===== src/rtl/i2c_arbiter.sv =====
// rtl/i2c_arbiter.sv - round-robin arbiter sharing one I2C controller between NUM_REQ clients
module i2c_arbiter #(
    parameter int NUM_REQ       = 4,
    parameter int ADDR_WIDTH    = 7,
    parameter int DATA_WIDTH    = 8,
    parameter int START_TIMEOUT = 255
) (
    input  logic                          clk,
    input  logic                          rst_n,
    input  logic [NUM_REQ-1:0]            req_valid,
    input  logic [NUM_REQ*ADDR_WIDTH-1:0] req_addr,
    input  logic [NUM_REQ*DATA_WIDTH-1:0] req_data,
    output logic [NUM_REQ-1:0]            req_ready,
    output logic [NUM_REQ-1:0]            rsp_valid,
    output logic [DATA_WIDTH-1:0]         rsp_data,
    output logic                          rsp_error,
    output logic                          rsp_timeout,
    output logic [$clog2(NUM_REQ)-1:0]    grant_id,
    output logic                          arb_busy,
    output logic [ADDR_WIDTH-1:0]         ctrl_slave_addr,
    output logic [DATA_WIDTH-1:0]         ctrl_tx_data,
    output logic                          ctrl_ready,
    input  logic [DATA_WIDTH-1:0]         ctrl_rx_data,
    input  logic                          ctrl_valid,
    input  logic                          ctrl_busy,
    input  logic                          ctrl_ack_error
);
    localparam int ID_W  = $clog2(NUM_REQ);
    localparam int CNT_W = $clog2(START_TIMEOUT + 1);

    typedef enum logic [2:0] {
        S_IDLE,
        S_LAUNCH,
        S_WAIT_BUSY,
        S_ACTIVE,
        S_RESPOND
    } state_t;

    state_t                 state, state_d;
    logic [ID_W-1:0]        last_grant, last_grant_d;
    logic [ID_W-1:0]        grant_id_d;
    logic [CNT_W-1:0]       cnt, cnt_d;
    logic [DATA_WIDTH-1:0]  capture, capture_d;
    logic [ADDR_WIDTH-1:0]  addr_d;
    logic [DATA_WIDTH-1:0]  data_d;
    logic [NUM_REQ-1:0]     req_ready_d, rsp_valid_d;
    logic [DATA_WIDTH-1:0]  rsp_data_d;
    logic                   rsp_error_d, rsp_timeout_d, ctrl_ready_d, arb_busy_d;
    logic [ID_W-1:0]        pick;

    // First requesting client strictly after the previous grant, wrapping to 0.
    function automatic logic [ID_W-1:0] rr_pick(input logic [NUM_REQ-1:0] v,
                                                input logic [ID_W-1:0]    last);
        logic [ID_W-1:0] sel;
        logic            found;
        int              idx;
        sel   = '0;
        found = 1'b0;
        for (int off = 1; off <= NUM_REQ; off++) begin
            idx = int'(last) + off;
            if (idx >= NUM_REQ) idx = idx - NUM_REQ;
            if (!found && v[idx]) begin
                found = 1'b1;
                sel   = ID_W'(idx);
            end
        end
        return sel;
    endfunction

    assign pick = rr_pick(req_valid, last_grant);

    always_comb begin
        state_d       = state;
        last_grant_d  = last_grant;
        grant_id_d    = grant_id;
        cnt_d         = cnt;
        capture_d     = capture;
        addr_d        = ctrl_slave_addr;
        data_d        = ctrl_tx_data;
        req_ready_d   = '0;
        rsp_valid_d   = '0;
        rsp_data_d    = rsp_data;
        rsp_error_d   = rsp_error;
        rsp_timeout_d = rsp_timeout;
        ctrl_ready_d  = 1'b0;
        case (state)
            S_IDLE: begin
                if ((|req_valid) && !ctrl_busy) begin
                    grant_id_d        = pick;
                    addr_d            = req_addr[int'(pick)*ADDR_WIDTH +: ADDR_WIDTH];
                    data_d            = req_data[int'(pick)*DATA_WIDTH +: DATA_WIDTH];
                    capture_d         = '0;
                    req_ready_d[pick] = 1'b1;
                    ctrl_ready_d      = 1'b1;
                    state_d           = S_LAUNCH;
                end
            end
            S_LAUNCH: begin
                cnt_d        = '0;
                ctrl_ready_d = 1'b1;
                state_d      = S_WAIT_BUSY;
            end
            S_WAIT_BUSY: begin
                if (ctrl_busy) begin
                    state_d = S_ACTIVE;
                end else if (cnt >= CNT_W'(START_TIMEOUT - 1)) begin
                    // Counter reaches START_TIMEOUT on this cycle; respond next.
                    state_d               = S_RESPOND;
                    rsp_valid_d[grant_id] = 1'b1;
                    rsp_data_d            = capture;
                    rsp_error_d           = 1'b1;
                    rsp_timeout_d         = 1'b1;
                end else begin
                    ctrl_ready_d = 1'b1;
                    cnt_d        = (cnt == CNT_W'(START_TIMEOUT)) ? cnt : cnt + 1'b1;
                end
            end
            S_ACTIVE: begin
                if (ctrl_valid) capture_d = ctrl_rx_data;
                if (!ctrl_busy) begin
                    state_d               = S_RESPOND;
                    rsp_valid_d[grant_id] = 1'b1;
                    rsp_data_d            = ctrl_valid ? ctrl_rx_data : capture;
                    rsp_error_d           = ctrl_ack_error;
                    rsp_timeout_d         = 1'b0;
                end
            end
            S_RESPOND: begin
                last_grant_d = grant_id;
                state_d      = S_IDLE;
            end
            default: state_d = S_IDLE;
        endcase
        arb_busy_d = (state_d != S_IDLE);
    end

    always_ff @(posedge clk or negedge rst_n) begin
        if (!rst_n) begin
            state           <= S_IDLE;
            last_grant      <= ID_W'(NUM_REQ - 1);
            grant_id        <= '0;
            cnt             <= '0;
            capture         <= '0;
            ctrl_slave_addr <= '0;
            ctrl_tx_data    <= '0;
            req_ready       <= '0;
            rsp_valid       <= '0;
            rsp_data        <= '0;
            rsp_error       <= 1'b0;
            rsp_timeout     <= 1'b0;
            ctrl_ready      <= 1'b0;
            arb_busy        <= 1'b0;
        end else begin
            state           <= state_d;
            last_grant      <= last_grant_d;
            grant_id        <= grant_id_d;
            cnt             <= cnt_d;
            capture         <= capture_d;
            ctrl_slave_addr <= addr_d;
            ctrl_tx_data    <= data_d;
            req_ready       <= req_ready_d;
            rsp_valid       <= rsp_valid_d;
            rsp_data        <= rsp_data_d;
            rsp_error       <= rsp_error_d;
            rsp_timeout     <= rsp_timeout_d;
            ctrl_ready      <= ctrl_ready_d;
            arb_busy        <= arb_busy_d;
        end
    end
endmodule


===== config.mk =====
export PLATFORM = sky130hd
export DESIGN_NAME = i2c_arbiter
export DESIGN_NICKNAME = d
export VERILOG_FILES = /design/src/rtl/i2c_arbiter.sv
export SDC_FILE = /design/constraint.sdc
export NUM_CORES = 1
export LEC_CHECK = 0
export CAP_MARGIN = 10
export CORE_ASPECT_RATIO = 1.25
export CORE_MARGIN = 3
export CORE_UTILIZATION = 45
export DETAILED_ROUTE_END_ITERATION = 6
export GPL_TIMING_DRIVEN = 0
export PLACE_DENSITY = 0.86
export SLEW_MARGIN = 20
export SYNTH_ARGS = -nofsm -noshare
export SYNTH_HDL_FRONTEND = slang
export SYNTH_SLANG_ARGS = --single-unit

===== constraint.sdc =====
create_clock -name clk -period 2.4 [get_ports clk]
set_clock_uncertainty 0.05 [all_clocks]
set_input_delay 0.72 -clock clk [delete_from_list [all_inputs] [get_ports clk]]
set_output_delay 0.72 -clock clk [all_outputs]
set_load 0.005 [all_outputs]

Word-level counts from Yosys, hierarchy flattened
Index checks and enable logic that the tools add are counted.
{"block": "totals", "ff_bits": 58, "input_bits": 77, "output_inout_bits": 37, "word_cells": 129}
{"block": "op_classes", "addsub": 9, "n_mul": 1, "magnitude_cmp": 13, "n_eq_ne": 11, "n_shift": 2, "muxes": 59, "n_reduce_logical": 20}
{"op": "$lt A32 B4 Y1 const B", "n": 4}
{"op": "$mux W32", "n": 4}
{"op": "$mux W8", "n": 8}
{"op": "$pmux W8 S2", "n": 3}
{"op": "$shiftx A32 B6 Y8", "n": 1}
{"op": "$shiftx A28 B6 Y7", "n": 1}
{"op": "$mux W1", "n": 20}
{"op": "$mux W4", "n": 5}
{"op": "$mux W3", "n": 4}
{"op": "$ne A2 B2 Y1 const B", "n": 6}
{"op": "$pmux W3 S4", "n": 1}
{"op": "$sub A3 B3 Y4 const B", "n": 3}
{"op": "$ge A3 B3 Y1 const B", "n": 3}
{"op": "$add A8 B1 Y8 const B", "n": 1}
{"op": "$bmux W1 S2", "n": 4}
{"op": "$eq A8 B8 Y1 const B", "n": 1}
{"op": "$ge A8 B8 Y1 const B", "n": 1}
{"op": "$mux W2", "n": 4}
{"op": "$pmux W4 S2", "n": 1}
{"op": "$reduce_and A4 Y1", "n": 2}
{"op": "$add A2 B2 Y3 const B", "n": 2}
{"op": "$eq A3 B2 Y1 const B", "n": 2}
{"op": "$logic_and A1 B1 Y1", "n": 6}
{"op": "$lt A2 B3 Y1 const B", "n": 2}
{"op": "other kinds (17)", "n": 26}

Depth between registers and ports, before layout
Gate-level depths: netlist (run 1).
{"block": "logic_depth", "word_depth": 22, "mapped_depth": 8, "depth_no_buf": 7}

Least setup slack after synthesis (run 1)
No wires, ideal clock.
{"block": "synth_timing", "path_type": "input to register", "start": "input req_valid[3]", "end": "register ctrl_slave_addr[0]", "setup_time_ns": 0.134, "t_arrival_ns": 1.909, "required_time_ns": 2.216, "setup_slack_ns": 0.308, "stages": 8, "n_path_buf": 3, "path_cell_list": "nor2b_1 o21a_1 buf_6 nor3_4 buf_6 buf_8 mux2i_1 o211ai_2"}
{"block": "synth_between", "elab_chain_len": 15, "elab_cells_between_ends": 30, "classes_between": "mul: 1; shift: 1; mux: 19; reduce/logical: 9"}
{"item": "start, declared", "line": "10", "rtl": "input logic [NUM_REQ-1:0] req_valid,"}
{"item": "$bmux W1 S2", "line": "62", "rtl": "if (!found && v[idx]) begin"}
{"item": "$mux W1 (not written as such) (2 in series)", "line": "62"}
{"item": "$mux W1", "line": "62"}
{"item": "$logic_not A1 Y1", "line": "62"}
{"item": "$logic_and A1 B1 Y1", "line": "62"}
{"item": "$mux W1", "line": "62"}
{"item": "$logic_not A1 Y1", "line": "62"}
{"item": "$logic_and A1 B1 Y1", "line": "62"}
{"item": "$mux W1", "line": "62"}
{"item": "$logic_not A1 Y1", "line": "62"}
{"item": "$logic_and A1 B1 Y1", "line": "62"}
{"item": "$mux W2", "line": "62"}
{"item": "$mul A2 B3 Y5", "line": "90", "rtl": "addr_d = req_addr[int'(pick)*ADDR_WIDTH +: ADDR_WIDTH];"}
{"item": "$shiftx A28 B6 Y7", "line": "90"}
{"item": "end signal, assigned", "line": "159", "rtl": "ctrl_slave_addr <= addr_d;"}
{"item": "end, declared", "line": "20", "rtl": "output logic [ADDR_WIDTH-1:0] ctrl_slave_addr,"}
Parallel ways exist; a longest one is shown, timed or not. The select of a mux whose other input is x is not followed.
A chain may end at the register's enable or synchronous reset.

Final worst setup path (run 1)
{"block": "layout_timing", "start": "input ctrl_busy", "end": "register ctrl_tx_data[6]"}
{"block": "layout_between", "elab_chain_len": 3}
{"item": "start, declared", "line": "25", "rtl": "input logic ctrl_busy,"}
{"item": "$logic_not A1 Y1"}
{"item": "$logic_and A1 B1 Y1", "line": "88", "rtl": "if ((|req_valid) && !ctrl_busy) begin"}
{"item": "$reduce_and A2 Y1 (no source line)"}
{"item": "end signal, assigned", "line": "160", "rtl": "ctrl_tx_data <= data_d;"}
{"item": "end, declared", "line": "21", "rtl": "output logic [DATA_WIDTH-1:0] ctrl_tx_data,"}
Every way passes these cells.

==> results of run 1 <==
==> repair_timing <==
action	CTS	global route
buffers inserted	3	0
pin swaps	1	0
gates resized for setup	8	9
endpoints found under the setup margin	27	17
endpoints found under the hold margin	0	0
==> power by group <==
| group | internal [mW] | switching (mW) | leakage (nW) | total (mW) |
|---|---|---|---|---|
| logic | 1.13 | 0.946 | 1.15 | 2.08 |
| registers | 1.32 | 0.250 | 0.749 | 1.57 |
| clock network | 0.609 | 0.386 | 0.109 | 0.996 |
==> logic make-up (layout without fill, tap and decap cells) <==
family / count (synthesis) / after routing
AOI/OAI and AO/OA: 85 / 85
xor gates and xnor gates: 4 / 4
adders and majority gates: 2 / 2
buffers and inverters: 26 / 156
DFF: 58 / 58
muxes: 26 / 26
and+or+nand+nor: 109 / 109
==> worst paths after layout <==
kind	end	cells past startpoint	slack [ns]	start
setup / recovery	ctrl_tx_data[6]	7	0.10	ctrl_busy
hold / removal	capture[4]	1	0.39	rst_n
setup reg to reg	rsp_data[6]	7	0.39	cnt[0]
hold reg to reg	rsp_timeout	1	0.44	rsp_timeout
max in group asynchronous	grant_id[1]	1	1.44	rst_n
min in group clk	rsp_timeout	1	0.44	rsp_timeout
==> critical path, cell delays in order <==
cell and delay (ns):
clkdlybuf4s50_1 0.48, buf_2 0.23, nor4_4 0.23, o41ai_4 0.19, nand3b_4 0.26, buf_6 0.19, o211ai_1 0.17
==> synth_stat cells (all sizes together), types with 2 or more instances <==
| master | count |
|---|---|
| o211ai | 16 |
| nor2 | 12 |
| xnor2 | 4 |
| buf | 11 |
| a21oi | 3 |
| dfstp | 2 |
| nor4 | 3 |
| nand2b | 4 |
| nor2b | 4 |
| o21a | 4 |
| inv | 5 |
| nor3b | 2 |
| dfrtp | 56 |
| and2 | 5 |
| mux2 | 2 |
| a21o | 2 |
| o21ai | 32 |
| o31a | 15 |
| a221o | 7 |
| ha | 2 |
| nand3 | 7 |
| nor3 | 13 |
| mux2i | 24 |
| nand2 | 40 |
| clkbuf | 10 |
| and4 | 15 |
==> per-layer routing <==
metal / vias up / wire length [um]
met5: - / 0
met4: 0 / 202
met3: 13 / 853
met2: 122 / 4290
met1: 1363 / 3150
li1: 1393 / -
==> flip-flops by register name, indices dropped and copies added (netlist names) <==
name	flops
grant_id	2
ctrl_ready	1
state	3
rsp_valid	4
rsp_error	1
rsp_data	8
capture	8
req_ready	4
arb_busy	1
rsp_timeout	1
ctrl_tx_data	8
ctrl_slave_addr	7
last_grant	2
cnt	8
==> layout make-up <==
class,count,area (um2),share of cell area (%)
repair buffers,115,1160,24.6
well taps,87,109,2.31
multi-input cells,226,1630,34.5
plain buffers,20,124,2.63
clock buffers,11,141,3.00
flip-flops and latches,58,1450,30.9
inverters,5,18.8,0.399
clock inverters,5,77.6,1.65
==> per-stage QoR <==
stage	power, mW	area, um2	setup TNS (ns)	utilization, %	worst slack [ns]
floorplan	2.69	3180	0	-	0.308
global placement	3.50	4410	-77.00	65.6	-1.14
detailed placement	3.58	4410	-13.06	65.5	-0.523
CTS	4.67	4700	0	69.8	0.0153
global route	4.96	4710	0	70.0	0.0423
finish	4.64	4710	0	70.0	0.104
==> flow_metrics.py, run 1 <==
metrics = {
    "die": {
        "rows": 33,
        "coreArea_mm2": 0.00673,
        "start_util_pct": 47.3,
        "fp.dieH_um": 100,
        "die_area_mm2": 0.00812,
        "io_pins": 114,
        "die_w_um": 81.2,
    },
    "yosys": {
        "synthSimpleGateAreaFrac_pct": 19.7,
        "synth_mux_area_share_pct": 8.25,
        "ys_ff_latch": 58,
        "synth.distinct_cells": 47,
        "yosysTopAreaCell": "dfrtp_1",
        "synthesis.area_mm2": 0.00318,
        "synth-xor-area-share_pct": 1.10,
        "synthAdderAreaFrac_pct": 0.786,
        "yosysSeqAreaShare_pct": 45.7,
        "synthFlopType": "dfrtp_1",
        "async_flop_share_pct": 100,
        "synth-compound-area-share_pct": 20.0,
        "synth_top_family_by_area": "compound AO/OA/AOI/OAI gates",
        "yosysTopAreaCellShare_pct": 44.0,
        "syn_inst": 310,
        "yosysWarningCount": 0,
        "syn_nets": 389,
        "avgSynthCellArea_um2": 10.3,
        "ys_top_cells_by_area": "dfrtp_1 44%, mux2i_1 7.5%, nand2_1 4.7%, and4_1 4.1%, o31a_1 4.1%",
        "synth_edf_count": 0,
    },
    "final_layout": {
        "fill_cells": 496,
        "layout_common_cells": "107 x clkdlybuf4s50_1, 56 x dfrtp_1, 40 x nand2_1",
        "drive_above_1_share_pct": 12.7,
        "fin_cells": 527,
        "final_common_cell": "clkdlybuf4s50_1",
        "area_growth_pct": 48.0,
        "nets": 514,
        "insertedDiodeCount": 0,
    },
    "clock_network": {
        "cts_made_buffers": 9,
        "clkSinkCount": 58,
        "insertion_delay_ns": 0.33,
        "max-clock-path-buffers": 2,
        "cts_tree": "built",
        "cts-htree-levels": 3,
        "ctsRootBufferMaster": "clkbuf_8",
        "path_clk_slew_ns": 0.07,
        "ctsHoldBuffers": 0,
    },
    "power_and_ir_drop": {
        "p_leak_nw": 2.01,
        "power.density_mw_per_mm2": 985,
        "ir_drop_v": 0.000474,
    },
    "place": {
        "place_inst": 509,
        "post-dp-hpwl_um": 6370,
        "port_buffers": 112,
        "globalplace.congestion": 0.827,
    },
    "global_route": {
        "grtUsageMet3_pct": 9.69,
        "busiest_layer": "met2",
        "grt_pass1_wl_um": 13800,
        "grt_pass1_vias": 2968,
        "grt_use_met1_pct": 23.8,
        "antenna_found_initial": 0,
        "grt_start_max_net_pins": 59,
        "grt_usage_pct": 22.4,
        "use_met2_pct": 38.0,
        "gr-total-overflow": 0,
    },
    "detailed_routing": {
        "wire_per_inst_um": 16.1,
        "vias_per_cell": 5.49,
        "ant_nets": 0,
        "num_vias": 2891,
        "wl_um": 8500,
        "first_iter_violations": 113,
        "drc": 0,
        "first_pass_iters": 4,
    },
    "job": {
        "cap_violations": 0,
    },
    "timing": {
        "setup_viol_count_final": 0,
        "fmax_ghz": 0.435,
        "slew_headroom_pct": 52.6,
        "hold_viol": 0,
        "hold_slack_ns": 0.395,
        "period_needed_ns": 2.30,
        "drv_slew": 0,
        "rsz0062_at_grt": "no",
        "finalCritPeriodShare_pct": 95.7,
        "tightest_slew_ns": 0.711,
    },
    "setup_path": {
        "critPathRequiredTime_ns": 2.59,
        "crit_fanout": 10,
        "worstSetupEndpointType": "flip-flop",
        "critPathKind": "primary input to flip-flop",
        "cp-start-kind": "primary input",
        "cp.arrival_ns": 2.49,
    },
    "hold_path": {
        "min_path_type": "primary input to asynchronous set/reset pin",
    },
    "outcome": {
        "status": "completed",
    },
}
Note: power is estimated with default switching activity, not from simulation.
==> run 2: changes to the inputs <==
SKIP_LAST_GASP = 1   (was default)
==> run 2 against run 1 <==
Count of clock-buffer cells in the layout is the same. Clock power is essentially flat. Sequential power is essentially flat. Sequential cell count is the same. Highest routed layer unchanged.
==> flow_metrics.py, run 2 (synthesized netlist as in run 1, its figures left out) <==
metrics = {
    "outcome": {
        "status": "completed",
    },
    "global_route": {
        "grt_usage_pct": 22.4,
        "antenna_found_initial": 0,
        "grt_pass1_vias": 2968,
        "grt_start_max_net_pins": 59,
        "grt_pass1_wl_um": 13800,
        "gr-total-overflow": 0,
    },
    "die": {
        "die_area_mm2": 0.00812,
        "io_pins": 114,
        "coreArea_mm2": 0.00673,
        "die_w_um": 81.2,
        "fp.dieH_um": 100,
        "start_util_pct": 47.3,
        "rows": 33,
    },
    "setup_path": {
        "rr_worst_depth": 7,
        "slowest_stage": "clkdlybuf4s50_1",
        "r2r_start": "cnt[0]",
        "worstSetupEndpointType": "flip-flop",
        "cpPeakStageDelay_ns": 0.48,
        "critPathRequiredTime_ns": 2.59,
        "cp_top_family": "buffers and inverters",
        "critPathKind": "primary input to flip-flop",
        "cp.arrival_ns": 2.49,
        "path_cells": "clkdlybuf4s50_1 -> buf_2 -> nor4_4 -> o41ai_4 -> nand3b_4 -> buf_6 -> o211ai_1",
        "r2r_end": "rsp_data[6]",
        "crit_fanout": 10,
        "cp-start-kind": "primary input",
        "critPathBufInv": 3,
        "regToRegSetupSlack_ns": 0.39,
    },
    "final_layout": {
        "fill_cells": 496,
        "multi_input_area_mm2": 0.00163,
        "area_growth_pct": 48.0,
        "final_common_cell": "clkdlybuf4s50_1",
        "regArea_mm2": 0.00145,
        "drive_above_1_share_pct": 12.7,
        "layout_common_cells": "107 x clkdlybuf4s50_1, 56 x dfrtp_1, 40 x nand2_1",
        "insertedDiodeCount": 0,
        "finalInstanceArea_mm2": 0.00471,
        "nets": 514,
    },
    "detailed_routing": {
        "first_pass_iters": 4,
        "ant_nets": 0,
        "vias_per_cell": 5.48,
        "first_iter_violations": 113,
        "wl_um": 8500,
        "drc": 0,
        "num_vias": 2889,
        "wire_per_inst_um": 16.1,
    },
    "power_and_ir_drop": {
        "cell_internal_pwr_mw": 3.06,
        "p_sw_share_pct": 34.1,
        "p_sw_mw": 1.58,
        "seqPwrFrac_pct": 33.8,
        "p_leak_nw": 2.01,
        "combPwrFrac_pct": 44.8,
        "power_mw": 4.64,
        "ir_drop_v": 0.000474,
        "clkPwrFrac_pct": 21.5,
        "power.density_mw_per_mm2": 985,
    },
    "clock_network": {
        "cts_made_buffers": 9,
        "max-clock-path-buffers": 2,
        "insertion_delay_ns": 0.33,
        "path_clk_slew_ns": 0.07,
        "cts-htree-levels": 3,
        "clkSinkCount": 58,
        "cts_tree": "built",
        "ctsHoldBuffers": 0,
        "ctsRootBufferMaster": "clkbuf_8",
    },
    "timing": {
        "setup_viol_count_final": 0,
        "tightest_slew_ns": 0.711,
        "rsz0062_at_grt": "no",
        "fmax_ghz": 0.436,
        "hold_slack_ns": 0.395,
        "period_needed_ns": 2.30,
        "drv_slew": 0,
        "slew_headroom_pct": 52.6,
        "hold_viol": 0,
        "fin_ws_ns": 0.104,
        "finalCritPeriodShare_pct": 95.7,
    },
    "hold_path": {
        "min_path_type": "primary input to asynchronous set/reset pin",
    },
    "place": {
        "placed_area_mm2": 0.00441,
        "port_buffers": 112,
        "globalplace.congestion": 0.827,
        "post-dp-hpwl_um": 6370,
        "post-place-ws_ns": -0.523,
    },
    "job": {
        "cap_violations": 0,
    },
}
run 2: cell counts in the layout (fill, tap and decap cells not counted):
No cell type changed its count.
run 2: final cells by class:
| cell class | count | share of cell area [%] |
|---|---|---|
| Buffer | 20 | 2.63 |
| Timing Repair Buffer | 115 | 24.6 |
| Multi-Input combinational cell | 226 | 34.5 |
| Inverter | 5 | 0.399 |
| Clock buffer | 11 | 3.00 |
| Sequential cell | 58 | 30.9 |
| Tap cell | 87 | 2.31 |
| Clock inverter | 5 | 1.65 |
run 2: worst max-delay path by stage:
| stage | startpoint | endpoint | cells after the start |
|---|---|---|---|
| 3_3_place_gp | rst_n | ctrl_slave_addr[0] | 1 |
| 6_report | ctrl_busy | ctrl_tx_data[6] | 7 |
| 2_1_floorplan | req_valid[3] | ctrl_slave_addr[0] | 8 |
| 3_5_place_dp | req_valid[3] | ctrl_slave_addr[2] | 9 |
| 5_1_grt | ctrl_busy | ctrl_tx_data[6] | 7 |
| 4_1_cts | req_valid[0] | ctrl_slave_addr[0] | 8 |
run 2: per-stage QoR:
step                      instances  setup TNS (ns)  util [%]
final                           527               0      70.0
after global routing            527               0      70.0
after CTS                       528        -0.00445      69.8
after detailed placement        509          -13.06      65.5
after global placement          509          -77.00      65.6
after floorplan                 310               0         -
run 2: timing repair:
| item | 4_1_cts | 5_1_grt |
|---|---|---|
| gates resized for setup | 7 | 9 |
| buffers inserted | 3 | 0 |
| setup endpoints to repair | 27 | 17 |
| gates cloned | 0 | 0 |
| pin swaps | 1 | 0 |
run 2: per-layer routing:
| layer | global-route usage (%) | wire (um) |
|---|---|---|
| met1 | 23.8 | 3150 |
| met2 | 38.0 | 4290 |
| met3 | 9.69 | 853 |
| met4 | 10.1 | 202 |
| met5 | 0 | 0 |
run 2: power groups by stage:
stage,sequential (mW),combinational [mW],clock (mW)
after detailed placement,1.58,2.00,0
after global placement,1.56,1.94,0
after CTS,1.57,2.08,1.02
after global routing,1.61,2.28,1.07
after floorplan,1.55,1.14,0
final,1.57,2.08,0.996
run 2: worst register-to-register path: cells and delay by family (launching register included):
kind / cells / cell delay (ns)
flops: 1 / 0.41
fa+ha+maj: 1 / 0.15
buf+inv: 2 / 0.35
compound gates: 2 / 0.59
simple gates: 2 / 0.34
